File: config.mk
export PLATFORM = sky130hd
export DESIGN_NAME = param_lifo
export DESIGN_NICKNAME = d
export VERILOG_FILES = /design/src/rtl/stack_pkg.sv /design/src/rtl/lifo_ptr_ctl.sv /design/src/rtl/param_lifo.sv
export SDC_FILE = /design/constraint.sdc
export NUM_CORES = 1
export LEC_CHECK = 0
export CORE_MARGIN = 2
export CORE_UTILIZATION = 50
export CTS_BUF_LIST = sky130_fd_sc_hd__clkbuf_16
export CTS_CLUSTER_SIZE = 24
export DETAILED_ROUTE_END_ITERATION = 8
export PLACE_DENSITY = 0.66
export REMOVE_ABC_BUFFERS = 1
export SYNTH_ARGS = -nofsm -noshare
export SYNTH_HDL_FRONTEND = slang
export SYNTH_SLANG_ARGS = --single-unit
File: constraint.sdc
create_clock -name clk -period 6.2 [get_ports clk]
set_clock_uncertainty 0.15 [all_clocks]
set_input_delay 1.55 -clock clk [delete_from_list [all_inputs] [get_ports clk]]
set_output_delay 1.55 -clock clk [all_outputs]
set_load 0.1 [all_outputs]
File: src/rtl/stack_pkg.sv
// Shared definitions for the LIFO family: operation encodings and the width helper
// used to size memory indices and occupancy counters.
package stack_pkg;

    // Request encoding formed as {pop, push}
    typedef enum logic [1:0] {
        OP_NONE = 2'b00,
        OP_PUSH = 2'b01,
        OP_POP  = 2'b10,
        OP_REPL = 2'b11
    } op_e;

    // Ceiling log2; returns 0 for values <= 1
    function automatic int clog2(input int value);
        int result;
        int remain;
        result = 0;
        remain = value - 1;
        while (remain > 0) begin
            result = result + 1;
            remain = remain >> 1;
        end
        return result;
    endfunction

endpackage

File: src/rtl/lifo_ptr_ctl.sv
// LIFO pointer control: occupancy counter, request accept/reject decode,
// sticky error flags and status decodes. Drives the memory write/read strobes.
module lifo_ptr_ctl
    import stack_pkg::*;
#(
    parameter int DEPTH     = 16,
    parameter int AFULL_LVL = DEPTH - 1,
    parameter int AW        = clog2(DEPTH),
    parameter int CW        = clog2(DEPTH + 1)
) (
    input  logic          clk,
    input  logic          rst,
    input  logic          clear,
    input  logic          push,
    input  logic          pop,
    output logic [CW-1:0] count,
    output logic          empty,
    output logic          full,
    output logic          almost_full,
    output logic          overflow,
    output logic          underflow,
    output logic          wr_en,
    output logic [AW-1:0] wr_idx,
    output logic          rd_en,
    output logic [AW-1:0] rd_idx
);

    logic [CW-1:0] r_count;
    logic          r_overflow;
    logic          r_underflow;

    op_e           w_op;
    logic          w_nonempty;
    logic          w_full;
    logic [AW-1:0] w_top_idx;
    logic [CW-1:0] w_count_nxt;
    logic          w_set_ovf;
    logic          w_set_unf;
    logic          w_wr_en;
    logic [AW-1:0] w_wr_idx;
    logic          w_rd_en;

    assign w_op       = op_e'({pop, push});
    assign w_nonempty = (r_count != '0);
    assign w_full     = (r_count == CW'(DEPTH));
    assign w_top_idx  = AW'(r_count - CW'(1));

    always_comb begin
        w_wr_en     = 1'b0;
        w_wr_idx    = AW'(r_count);
        w_rd_en     = 1'b0;
        w_count_nxt = r_count;
        w_set_ovf   = 1'b0;
        w_set_unf   = 1'b0;
        if (!clear) begin
            case (w_op)
                OP_PUSH: begin
                    if (!w_full) begin
                        w_wr_en     = 1'b1;
                        w_count_nxt = r_count + CW'(1);
                    end else begin
                        w_set_ovf   = 1'b1;
                    end
                end
                OP_POP: begin
                    if (w_nonempty) begin
                        w_rd_en     = 1'b1;
                        w_count_nxt = r_count - CW'(1);
                    end else begin
                        w_set_unf   = 1'b1;
                    end
                end
                OP_REPL: begin
                    // Replace-top keeps occupancy; on an empty stack only the push lands
                    if (w_nonempty) begin
                        w_rd_en     = 1'b1;
                        w_wr_en     = 1'b1;
                        w_wr_idx    = w_top_idx;
                    end else begin
                        w_wr_en     = 1'b1;
                        w_wr_idx    = '0;
                        w_count_nxt = CW'(1);
                        w_set_unf   = 1'b1;
                    end
                end
                default: begin
                    w_wr_en = 1'b0;
                end
            endcase
        end
    end

    always_ff @(posedge clk or negedge rst) begin
        if (!rst) begin
            r_count     <= '0;
            r_overflow  <= 1'b0;
            r_underflow <= 1'b0;
        end else if (clear) begin
            r_count     <= '0;
            r_overflow  <= 1'b0;
            r_underflow <= 1'b0;
        end else begin
            r_count     <= w_count_nxt;
            r_overflow  <= r_overflow | w_set_ovf;
            r_underflow <= r_underflow | w_set_unf;
        end
    end

    assign count       = r_count;
    assign empty       = ~w_nonempty;
    assign full        = w_full;
    assign almost_full = (r_count >= CW'(AFULL_LVL));
    assign overflow    = r_overflow;
    assign underflow   = r_underflow;
    assign wr_en       = w_wr_en;
    assign wr_idx      = w_wr_idx;
    assign rd_en       = w_rd_en;
    assign rd_idx      = w_top_idx;

endmodule

File: src/rtl/param_lifo.sv
// Parametrised LIFO: storage array, registered pop data with valid strobe and a
// combinational top-of-stack view; pointer control lives in lifo_ptr_ctl.
module param_lifo
    import stack_pkg::*;
#(
    parameter int WIDTH     = 8,
    parameter int DEPTH     = 16,
    parameter int AFULL_LVL = DEPTH - 1,
    localparam int AW       = clog2(DEPTH),
    localparam int CW       = clog2(DEPTH + 1)
) (
    input  logic             clk,
    input  logic             rst,
    input  logic             clear,
    input  logic             push,
    input  logic             pop,
    input  logic [WIDTH-1:0] data_in,
    output logic [WIDTH-1:0] top,
    output logic [WIDTH-1:0] rd_data,
    output logic             rd_valid,
    output logic [CW-1:0]    count,
    output logic             empty,
    output logic             full,
    output logic             almost_full,
    output logic             overflow,
    output logic             underflow
);

    logic [WIDTH-1:0] r_mem [DEPTH];
    logic [WIDTH-1:0] r_rd_data;
    logic             r_rd_valid;

    logic             w_wr_en;
    logic [AW-1:0]    w_wr_idx;
    logic             w_rd_en;
    logic [AW-1:0]    w_rd_idx;
    logic [CW-1:0]    w_count;
    logic             w_empty;

    lifo_ptr_ctl #(
        .DEPTH     (DEPTH),
        .AFULL_LVL (AFULL_LVL),
        .AW        (AW),
        .CW        (CW)
    ) u_ptr_ctl (
        .clk         (clk),
        .rst         (rst),
        .clear       (clear),
        .push        (push),
        .pop         (pop),
        .count       (w_count),
        .empty       (w_empty),
        .full        (full),
        .almost_full (almost_full),
        .overflow    (overflow),
        .underflow   (underflow),
        .wr_en       (w_wr_en),
        .wr_idx      (w_wr_idx),
        .rd_en       (w_rd_en),
        .rd_idx      (w_rd_idx)
    );

    // Storage is deliberately not reset; occupancy alone defines validity
    always_ff @(posedge clk) begin
        if (w_wr_en) begin
            r_mem[w_wr_idx] <= data_in;
        end
    end

    // Read samples the pre-write word, so replace-top returns the old top
    always_ff @(posedge clk or negedge rst) begin
        if (!rst) begin
            r_rd_data  <= '0;
            r_rd_valid <= 1'b0;
        end else begin
            r_rd_valid <= w_rd_en;
            if (w_rd_en) begin
                r_rd_data <= r_mem[w_rd_idx];
            end
        end
    end

    assign top      = w_empty ? '0 : r_mem[w_rd_idx];
    assign rd_data  = r_rd_data;
    assign rd_valid = r_rd_valid;
    assign count    = w_count;
    assign empty    = w_empty;

endmodule

==> results.cfg <==
[clocking]
clock-root-buffer = clkbuf_16
ctsHoldBuffers = 0
cts-resized-gates = 0
max-clock-path-buffers = 2
clock_sinks = 144
insertion_delay_ns = 0.41
htreeDepth = 4
cts_buffers = 17
post-cts-setup-buffer-count = 0
cts_tree = done
cts.reportedPaths.clkPinSlew_ns = 0.06

[detailed_routing]
postRouteAntennaNets = 0
viasPerCell = 5.873
num_vias = 3342
wire_per_inst_microns = 22.53
dr.pass1.iters = 4
drtIter0Drc = 325
drcViolationCount = 0
finalWirelength_microns = 12820

[global_route]
grt_pass1_wl_microns = 19890
overflow = 0
grt_max_degree = 29
grt_antenna_before_repair = 0
grt_pass1_vias = 3380
track_usage_pct = 21.24

[logic_synthesis]
ys.flop_type = edfxtp_1
yosysTopAreaCellShare_pct = 62.34
synth-edff-count = 128
netlist_instances = 371
syn_area_sq_um = 6166
async_reset_ff_share_pct = 11.11
synth-seq-cells = 144
yosysTopAreaCell = edfxtp_1
ys_seq_area_share_pct = 68.83
yosysUniqueCellTypes = 48
synthTopCellsByArea = edfxtp_1, mux4_2, dfrtp_1, nor2_1, nor2b_1
avgSynthCellArea_sq_um = 16.62
yosysWarnings = 0

[power_and_ir_drop]
finalPower_mw = 3.377
ir_worst_vdd_v = 0.0001739
leakage_nw = 2.413
power.density_nw_per_um2 = 463.9

[final_layout]
n_fill_cell = 907
finalInstanceArea_sq_um = 7279
final_cell_mix = edfxtp_1, nor2_1, mux4_2
n_antenna_cell = 0
final_nets = 429
fin_util_pct = 60.60
seq_area_sq_um = 4245
final_layout_size_suffix_gt1_share_pct = 20.14
final_common_cell = edfxtp_1
finalNonFillerCells = 569
multiInputGateArea_sq_um = 1773
areaGrowthSynthToFinish_pct = 18.06

[place]
post-place-ws_ns = 1.021
io_buffer_count = 39
routabilityCongestion = 0.8324
placed_area_sq_um = 6633
dpl.cell_count = 538
dp_hpwl_microns = 8466

[die]
start_util_pct = 51.33
rows = 40
fp.dieH_microns = 115.1
design.die.area_sq_um = 13240
die_x_microns = 115.1
core_area_sq_um = 12010
boundaryPins = 40

[run_status]
status = finished, final reports clean

[critical_path]
cp_data_arrival_time_ns = 3.94
worstSetupPathType = reg2out
cp_data_required_time_ns = 4.50
worstSetupStartpointType = flop
worstSetupEndpointType = primary output
path_max_fanout = 21

[sta]
hold_violations = 0
report.final.slew_viol_count = 0
final-setup-viol-count = 0
tightest_slew_ns = 1.041
finalCritPeriodShare_pct = 90.93
post-route-min-period_ns = 5.638
slew_headroom_pct = 30.62
max_freq_ghz = 0.1774
rsz0062_at_grt = no
setup_slack_ns = 0.5625

[worst_hold_path]
hp-class = reg2reg

[job]
cap_violations = 0
-- state kept, by name (all words and copies together), names as in the netlist --
| name | flops |
|---|---|
| r_mem | 128 |
| rd_data | 8 |
| rd_valid | 1 |
| u_ptr_ctl.count | 5 |
| u_ptr_ctl.overflow | 1 |
| u_ptr_ctl.underflow | 1 |
-- where the power goes --
group          leakage (nW)  internal (mW)  switching [mW]
clock                 0.316          0.745           0.368
combinational         0.749          0.311           0.804
sequential             1.35           1.11          0.0420
-- stage by stage --
stage | TNS, ns | hold WS, ns
6_report | 0 | 0.3485
5_1_grt | 0 | 0.3941
4_1_cts | 0 | 0.3608
3_5_place_dp | 0 | 0.3453
3_3_place_gp | 0 | 0.3281
2_1_floorplan | -9.330 | 0.5849
-- final cells by class --
| class | count | area share (%) |
|---|---|---|
| inverter | 12 | 0.6188 |
| timing repair buffer | 41 | 5.294 |
| multi-input combinational | 194 | 24.36 |
| tap | 147 | 2.527 |
| clock inverter | 14 | 3.042 |
| clock buffer | 17 | 5.844 |
| sequential | 144 | 58.32 |
-- per-layer routing --
layer	vias up	GRT usage [%]	wire (microns)
met5	-	0	0
met4	0	9.799	188
met3	10	4.323	713
met2	107	32.75	6312
met1	1697	29.50	5607
li1	1528	-	-
-- critical path, stage by stage (launching register included) --
cell and delay [ns]:
dfrtp_2 0.68, inv_1 0.19, ha_1 1.00, buf_4 0.40, mux4_2 0.32, a21boi_1 0.15
a2111oi_2 0.44, nor2_1 0.09, buf_4 0.25
-- final timing paths --
| kind | start | to | slack [ns] | depth (start not counted) |
|---|---|---|---|---|
| hold / removal | u_ptr_ctl.overflow | u_ptr_ctl.overflow | 0.35 | 2 |
| min in group asynchronous | rst | rd_data[4] | 1.43 | 1 |
| hold reg to reg | u_ptr_ctl.overflow | u_ptr_ctl.overflow | 0.35 | 2 |
| setup / recovery | u_ptr_ctl.count[0] | top[0] | 0.56 | 8 |
| setup reg to reg | u_ptr_ctl.count[0] | r_mem[4][2] | 2.28 | 7 |
| max in group asynchronous | rst | u_ptr_ctl.count[0] | 3.96 | 1 |
-- cell usage after synthesis, types with 2 or more instances --
| library cell | count |
|---|---|
| dfrtp_1 | 16 |
| nor3b_1 | 2 |
| edfxtp_1 | 128 |
| nor2_1 | 47 |
| mux4_2 | 32 |
| a21boi_1 | 6 |
| a2111oi_2 | 7 |
| inv_1 | 12 |
| nand2_1 | 8 |
| nand3_1 | 2 |
| o21ai_0 | 6 |
| a21oi_1 | 14 |
| a22oi_1 | 3 |
| nor2b_1 | 18 |
| buf_6 | 2 |
| o211ai_1 | 2 |
| o21ai_1 | 2 |
| ha_1 | 6 |
| a21boi_0 | 2 |
| clkbuf_1 | 10 |
| nand2b_1 | 2 |
| a211oi_1 | 2 |
| xor2_1 | 2 |
| nor3_1 | 4 |
| a31oi_1 | 4 |
| o22ai_1 | 2 |
| buf_2 | 8 |
| a32oi_2 | 2 |
-- cells by family (layout without fill, tap and decap cells) --
family / count (synthesis) / in the layout / synth area share [%]
DFF: 144 / 144 / 68.83
AOI/OAI and AO/OA: 61 / 61 / 8.015
buffers and inverters: 33 / 84 / 2.415
muxes: 34 / 34 / 12.03
adders and majority gates: 6 / 6 / 1.218
xor gates and xnor gates: 2 / 2 / 0.2841
and+or+nand+nor: 91 / 91 / 7.204
No activity file was read; power rests on OpenSTA's default activity.
